### config.mk
export PLATFORM = sky130hd
export DESIGN_NAME = breakout_game_ctrl_flat
export DESIGN_NICKNAME = d
export VERILOG_FILES = /design/src/rtl/breakout_game_ctrl_pkg.sv /design/src/rtl/breakout_game_ctrl_if.sv /design/src/rtl/breakout_game_ctrl_bcd_inc4.sv /design/src/rtl/breakout_game_ctrl.sv /design/src/flat_wrapper.sv
export SDC_FILE = /design/constraint.sdc
export NUM_CORES = 1
export LEC_CHECK = 0
export ABC_AREA = 1
export CAP_MARGIN = 5
export CORE_MARGIN = 5
export CORE_UTILIZATION = 50
export CTS_BUF_LIST = sky130_fd_sc_hd__clkbuf_16
export CTS_CLUSTER_DIAMETER = 150
export DETAILED_ROUTE_END_ITERATION = 7
export PLACE_DENSITY = 0.76
export SLEW_MARGIN = 20
export SYNTH_ARGS = -nofsm -noshare
export SYNTH_HDL_FRONTEND = slang
export SYNTH_SLANG_ARGS = --single-unit
### constraint.sdc
create_clock -name clk -period 5.1 [get_ports clk]
set_clock_uncertainty 0.2 [all_clocks]
set_input_delay 1.02 -clock clk [delete_from_list [all_inputs] [get_ports clk]]
set_output_delay 1.02 -clock clk [all_outputs]
set_load 0.1 [all_outputs]
### src/rtl/breakout_game_ctrl_pkg.sv
// Shared types and constants for the breakout game sequencer.
//   state_t       : game state, encodings match Top's newgame..over
//   START_KEY_DEF : keypad code that serves / starts a game
//   BCD_W         : width of one BCD score digit
package breakout_pkg;

    typedef enum logic [1:0] {
        NEWGAME = 2'b00,
        PLAY    = 2'b01,
        NEWBALL = 2'b10,
        OVER    = 2'b11
    } state_t;

    localparam logic [4:0]  START_KEY_DEF = 5'h12;
    localparam int unsigned BCD_W         = 4;

endpackage

### src/rtl/breakout_game_ctrl_if.sv
// Signal bundle between pong_graph/keypad and the game sequencer.
//   key_code/key_ready : debounced keypad code and ready level
//   hit/miss           : per-frame pulses from pong_graph
//   gra_still          : freeze request back to pong_graph
//   state/score_bcd/balls_left/timer_busy : game status for display
// master = stimulus side, slave = breakout_game_ctrl.
interface breakout_game_ctrl_if;

    logic [4:0]  key_code;
    logic        key_ready;
    logic        hit;
    logic        miss;
    logic        gra_still;
    logic [1:0]  state;
    logic [15:0] score_bcd;
    logic [1:0]  balls_left;
    logic        timer_busy;

    modport master (
        output key_code, key_ready, hit, miss,
        input  gra_still, state, score_bcd, balls_left, timer_busy
    );

    modport slave (
        input  key_code, key_ready, hit, miss,
        output gra_still, state, score_bcd, balls_left, timer_busy
    );

endinterface

### src/rtl/breakout_game_ctrl_bcd_inc4.sv
// Combinational 4-digit BCD increment, saturating at 9999.
//   din  : current 4-digit BCD value, [15:12] = thousands
//   dout : din + 1, or din unchanged when din == 9999
import breakout_pkg::*;

module bcd_inc4 (
    input  logic [15:0] din,
    output logic [15:0] dout
);

    logic carry;

    always_comb begin
        dout  = din;
        carry = 1'b1;
        if (din != 16'h9999) begin
            for (int unsigned i = 0; i < 4; i++) begin
                if (carry) begin
                    if (din[i*BCD_W +: BCD_W] == 4'd9) begin
                        dout[i*BCD_W +: BCD_W] = 4'd0;
                    end else begin
                        dout[i*BCD_W +: BCD_W] = din[i*BCD_W +: BCD_W] + 4'd1;
                        carry = 1'b0;
                    end
                end
            end
        end
    end

endmodule

### src/rtl/breakout_game_ctrl.sv
// Game sequencer downstream of pong_graph.
//   clk, reset : 100 MHz clock, synchronous active-high reset
//   gif        : keypad inputs, hit/miss pulses, and registered outputs
//                gra_still, state, score_bcd, balls_left, timer_busy
// All outputs are registered; gra_still comes from the next state so it is
// 1 exactly when the visible state is not PLAY.
import breakout_pkg::*;

module breakout_game_ctrl #(
    parameter int unsigned BALLS          = 3,
    parameter logic [4:0]  START_KEY      = START_KEY_DEF,
    parameter int unsigned NEWBALL_CYCLES = 200_000_000,
    parameter int unsigned OVER_CYCLES    = 300_000_000,
    parameter int unsigned TW             = 29
) (
    input logic                 clk,
    input logic                 reset,
    breakout_game_ctrl_if.slave gif
);

    localparam logic [TW-1:0] NB_LOAD   = TW'(NEWBALL_CYCLES - 1);
    localparam logic [TW-1:0] OV_LOAD   = TW'(OVER_CYCLES - 1);
    localparam logic [1:0]    BALLS_INI = 2'(BALLS);

    state_t        state_q, state_d;
    logic [TW-1:0] timer_q, timer_d;
    logic [15:0]   score_q, score_d, score_inc;
    logic [1:0]    balls_q, balls_d;
    logic          key_ready_d;
    logic          gra_still_q;
    logic          timer_busy_q;
    logic          start;

    bcd_inc4 u_inc (
        .din  (score_q),
        .dout (score_inc)
    );

    assign start = gif.key_ready & ~key_ready_d & (gif.key_code == START_KEY);

    always_comb begin
        state_d = state_q;
        timer_d = (timer_q != '0) ? timer_q - 1'b1 : timer_q;
        score_d = score_q;
        balls_d = balls_q;
        case (state_q)
            NEWGAME: begin
                if (start) begin
                    state_d = PLAY;
                    score_d = '0;
                    balls_d = 2'(BALLS - 1);
                end
            end
            PLAY: begin
                // hit and miss in one cycle: both the score and the transition apply
                if (gif.hit) score_d = score_inc;
                if (gif.miss) begin
                    if (balls_q == 2'd0) begin
                        state_d = OVER;
                        timer_d = OV_LOAD;
                    end else begin
                        state_d = NEWBALL;
                        balls_d = balls_q - 2'd1;
                        timer_d = NB_LOAD;
                    end
                end
            end
            NEWBALL: begin
                // starts arriving while the pause runs are dropped, not queued
                if (start && timer_q == '0) state_d = PLAY;
            end
            OVER: begin
                if (timer_q == '0) state_d = NEWGAME;
            end
            default: state_d = NEWGAME;
        endcase
    end

    always_ff @(posedge clk) begin
        if (reset) begin
            state_q      <= NEWGAME;
            timer_q      <= '0;
            score_q      <= '0;
            balls_q      <= BALLS_INI;
            key_ready_d  <= 1'b0;
            gra_still_q  <= 1'b1;
            timer_busy_q <= 1'b0;
        end else begin
            state_q      <= state_d;
            timer_q      <= timer_d;
            score_q      <= score_d;
            balls_q      <= balls_d;
            key_ready_d  <= gif.key_ready;
            gra_still_q  <= (state_d != PLAY);
            timer_busy_q <= (timer_d != '0);
        end
    end

    assign gif.state      = state_q;
    assign gif.gra_still  = gra_still_q;
    assign gif.score_bcd  = score_q;
    assign gif.balls_left = balls_q;
    assign gif.timer_busy = timer_busy_q;

endmodule

### src/flat_wrapper.sv
// flat-port wrapper written by rule: the top's interface ports become plain ports
module breakout_game_ctrl_flat 
#(
    parameter int unsigned BALLS          = 3,
    parameter logic [4:0]  START_KEY      = START_KEY_DEF,
    parameter int unsigned NEWBALL_CYCLES = 200_000_000,
    parameter int unsigned OVER_CYCLES    = 300_000_000,
    parameter int unsigned TW             = 29
)
  (clk, reset, gif_key_code, gif_key_ready, gif_hit, gif_miss, gif_gra_still, gif_state, gif_score_bcd, gif_balls_left, gif_timer_busy);
  breakout_game_ctrl_if gif_i ();
  input logic clk;
  input logic reset;
  input wire logic [$bits(gif_i.key_code)-1:0] gif_key_code;
  input wire logic [$bits(gif_i.key_ready)-1:0] gif_key_ready;
  input wire logic [$bits(gif_i.hit)-1:0] gif_hit;
  input wire logic [$bits(gif_i.miss)-1:0] gif_miss;
  output wire logic [$bits(gif_i.gra_still)-1:0] gif_gra_still;
  output wire logic [$bits(gif_i.state)-1:0] gif_state;
  output wire logic [$bits(gif_i.score_bcd)-1:0] gif_score_bcd;
  output wire logic [$bits(gif_i.balls_left)-1:0] gif_balls_left;
  output wire logic [$bits(gif_i.timer_busy)-1:0] gif_timer_busy;
  assign gif_i.key_code = gif_key_code;
  assign gif_i.key_ready = gif_key_ready;
  assign gif_i.hit = gif_hit;
  assign gif_i.miss = gif_miss;
  assign gif_gra_still = gif_i.gra_still;
  assign gif_state = gif_i.state;
  assign gif_score_bcd = gif_i.score_bcd;
  assign gif_balls_left = gif_i.balls_left;
  assign gif_timer_busy = gif_i.timer_busy;
  breakout_game_ctrl #(.BALLS(BALLS), .START_KEY(START_KEY), .NEWBALL_CYCLES(NEWBALL_CYCLES), .OVER_CYCLES(OVER_CYCLES), .TW(TW)) u_core (.clk(clk), .reset(reset), .gif(gif_i));
endmodule
==> impl_results.md <==
* Yosys cell types at 36
* Yosys top cell area share at 0.313
* Final hold vios at 0
* Routed wire length at about 8300 microns
* List of most frequent post-synthesis cells: 107 x nand2_1, 99 x nor2_1, 71 x inv_1, 52 x dfxtp_1, 45 x nand3_1
* Post-cts gate resize count at 0
* Initial antenna violation count at 0
* Post-synthesis sequential area ratio at 0.313
* Mapped Avg Cell Area at roughly 6.4 sq um
* Skew-Pair Late Insertion Delay at between 0.2 and 0.3 ns
* Max_slew headroom at 0.337
* Cell Chain, Critical Path: clkdlybuf4s50_1
* # setup viols final at 0
* Ports at 32
* Placer Congestion at approximately 0.97
* Critical path class: flip-flop to output pin
* Fin worst setup slack at 1.87 ns
* Most instantiated library cell after synthesis: nand2_1
* Pwr per Cell Area at 605 nW/um^2
* Max rail drop VDD at about 0.34 mV
* Cell area after synthesis at 3330 sq um
* Clk sink count at 52
* Grt met2 use at 0.310
* Number of flops mapped to enable cells by yosys at 0
* 1st-iter DRT viols at 249
* Buf/Inv on CP at 1
* Max-cap violations at 0
* Starting density of the core at 0.518
* Reg clk slew, reported paths at roughly 0.07 ns
* Worst-path fanout max at 6
* Nets@finish at ~570
* Crit start category: flip-flop
* Outcome: finished clean
* TritonCTS clock tree: done
* Area growth syn-to-layout at 14.7%
* Dominant cell type by area after synthesis: dfxtp_1
* Highest Clock Rate at 0.310 GHz
* Max clock buf depth at 2
* Largest net degree at the start of global routing at 36
* PortBufs at 31
* Antenna diodes at 0
* Top FF cell, synth: dfxtp_1
* DRC at 0
* Met3 Use GR at 0.0372
* GRT overflow at 0
* # fillers at 633
* Core area at 6420 sq um
* CTS H-tree depth at 2
* WL/cell at between 10 and 15 microns
* Total number of vias at between 3000 and 4000
* Final HPWL DP at approximately 6300 microns
* CTS Buf Count at 5
* Vias in the first global route at 2923
* Final setup TNS at 0 ns
* CP Capture Type: output pin
* Die area at 8390 sq um
* Fin crit share at 0.633
* CP delay by family, top: buffers and inverters
* Hold-fix buffers, CTS at 0
* Width of the die at 91.6 microns
* Drt first pass iters at 5
* Antenna-violating nets left at 0
* Synth async-reset ratio at 0
* RSZ-0062 raised after global routing: false
* #FFs+latches synth at 52
* Worst slack, placed at between 1.5 and 2 ns
* Hold slack at ~0.31 ns
* WP data arrival at roughly 2.0 ns
* Tmin final at approximately 3.2 ns
* Rows at 29
* Grt met1 use at 0.282
* First-pass GRT wire length at around 14000 microns
* Gr usage total at 0.198
* Slowest stage cell, crit path: clkdlybuf4s50_1
* Critical path required time at slightly below 4 ns
* Via/cell ratio at between 5 and 6
* Worst path max stage delay at roughly 1.2 ns
* Synth Warn # at 0
* Cells after Synth at between 500 and 600
* Clk Tree Root Cell: clkbuf_16
* Layer carrying the most global-route usage: met2
* Die Ht at between 90 and 100 microns
* R2R Setup Slk at between 2 and 2.5 ns
* Syn Nets at 544
* Buffers inserted by post-CTS timing repair at 0
* Slew @ Worst Pin at about 0.99 ns
* Layout cells sized above 1 at 0.0851
* Hold Path Class: flip-flop to flip-flop
* Final Slew Violations at 0
* Area contributors post-synth: dfxtp_1 31%, nand2_1 12%, nor2_1 11%
* Lkg Pwr at 1.83 nW
[layout make-up]
| type | instances | area, sq um | area share |
|---|---|---|---|
| clock inverters | 3 | 17.5 | 0.00459 |
| well taps | 77 | 96.3 | 0.0252 |
| multi-input cells | 378 | 1910 | 0.500 |
| repair buffers | 32 | 318 | 0.0833 |
| flip-flops and latches | 52 | 1040 | 0.273 |
| clock buffers | 5 | 125 | 0.0328 |
| inverters | 82 | 312 | 0.0816 |
[worst min-delay path, stage by stage (launching register included)]
cell,delay (ns)
dfxtp_1,0.34
nand2_1,0.07
a21oi_1,0.06
[where the power goes]
group          switching [mW]  total [mW]  internal (mW)
clock                   0.152       0.333          0.181
sequential             0.0788       0.568          0.489
combinational           0.947        1.41          0.460
total                    1.18        2.31           1.13
[metrics by stage]
| step | power, mW | std cells | cell area, sq um | utilization |
|---|---|---|---|---|
| 2_1_floorplan | 1.68 | 523 | 3330 | - |
| 3_3_place_gp | 1.94 | 621 | 3670 | 0.572 |
| 3_5_place_dp | 1.95 | 621 | 3670 | 0.572 |
| 4_1_cts | 2.29 | 629 | 3820 | 0.594 |
| 5_1_grt | 2.52 | 629 | 3820 | 0.594 |
| 6_report | 2.31 | 629 | 3820 | 0.594 |
[state kept, by name (all words and copies together) (netlist names)]
signal,flops
u_core.timer_q,29
u_core.gif.score_bcd,16
u_core.key_ready_d,1
u_core.gif.timer_busy,1
u_core.gif.balls_left,2
u_core.gif.state,2
u_core.gif.gra_still,1
[cell families after synthesis]
group | share of synthesized area
simple gates | 0.415
buf+inv | 0.114
compound gates | 0.0903
flops | 0.313
fa+ha+maj | 0.0414
xor+xnor | 0.0263
[cell usage in the layout (no fill, tap or decap), drive strengths merged, types with 2 or more instances in the layout]
master and count:
inv 83, clkinv 2, nor2 113, a31oi 2, clkbuf 5, ha 11
dfxtp 52, a21oi 23, xor2 6, o211ai 6, nand3b 5, clkdlybuf4s50 31
nand2 116, nor3 4, xnor2 4, nand4 10, o21ai 21, nand3 48
nor4 3
[path summary, 6_finish.rpt]
check | from | to | cells past startpoint
worst min-delay path | u_core.gif.score_bcd[15]$_SDFFE_PP0P_ | u_core.gif.score_bcd[15]$_SDFFE_PP0P_ | 2
worst max register to register | u_core.gif.state[0]$_SDFF_PP0_ | u_core.gif.timer_busy$_SDFF_PP0_ | 13
worst max-delay path | u_core.gif.state[1]$_SDFF_PP0_ | gif_state[1] | 1
worst min register to register | u_core.gif.score_bcd[15]$_SDFFE_PP0P_ | u_core.gif.score_bcd[15]$_SDFFE_PP0P_ | 2
[per-layer routing]
layer	share of wire	routed length, microns
met5	0	0
met4	0.015	121
met1	0.48	4010
met2	0.44	3670
met3	0.058	485
(Power assumes the default switching activity.)
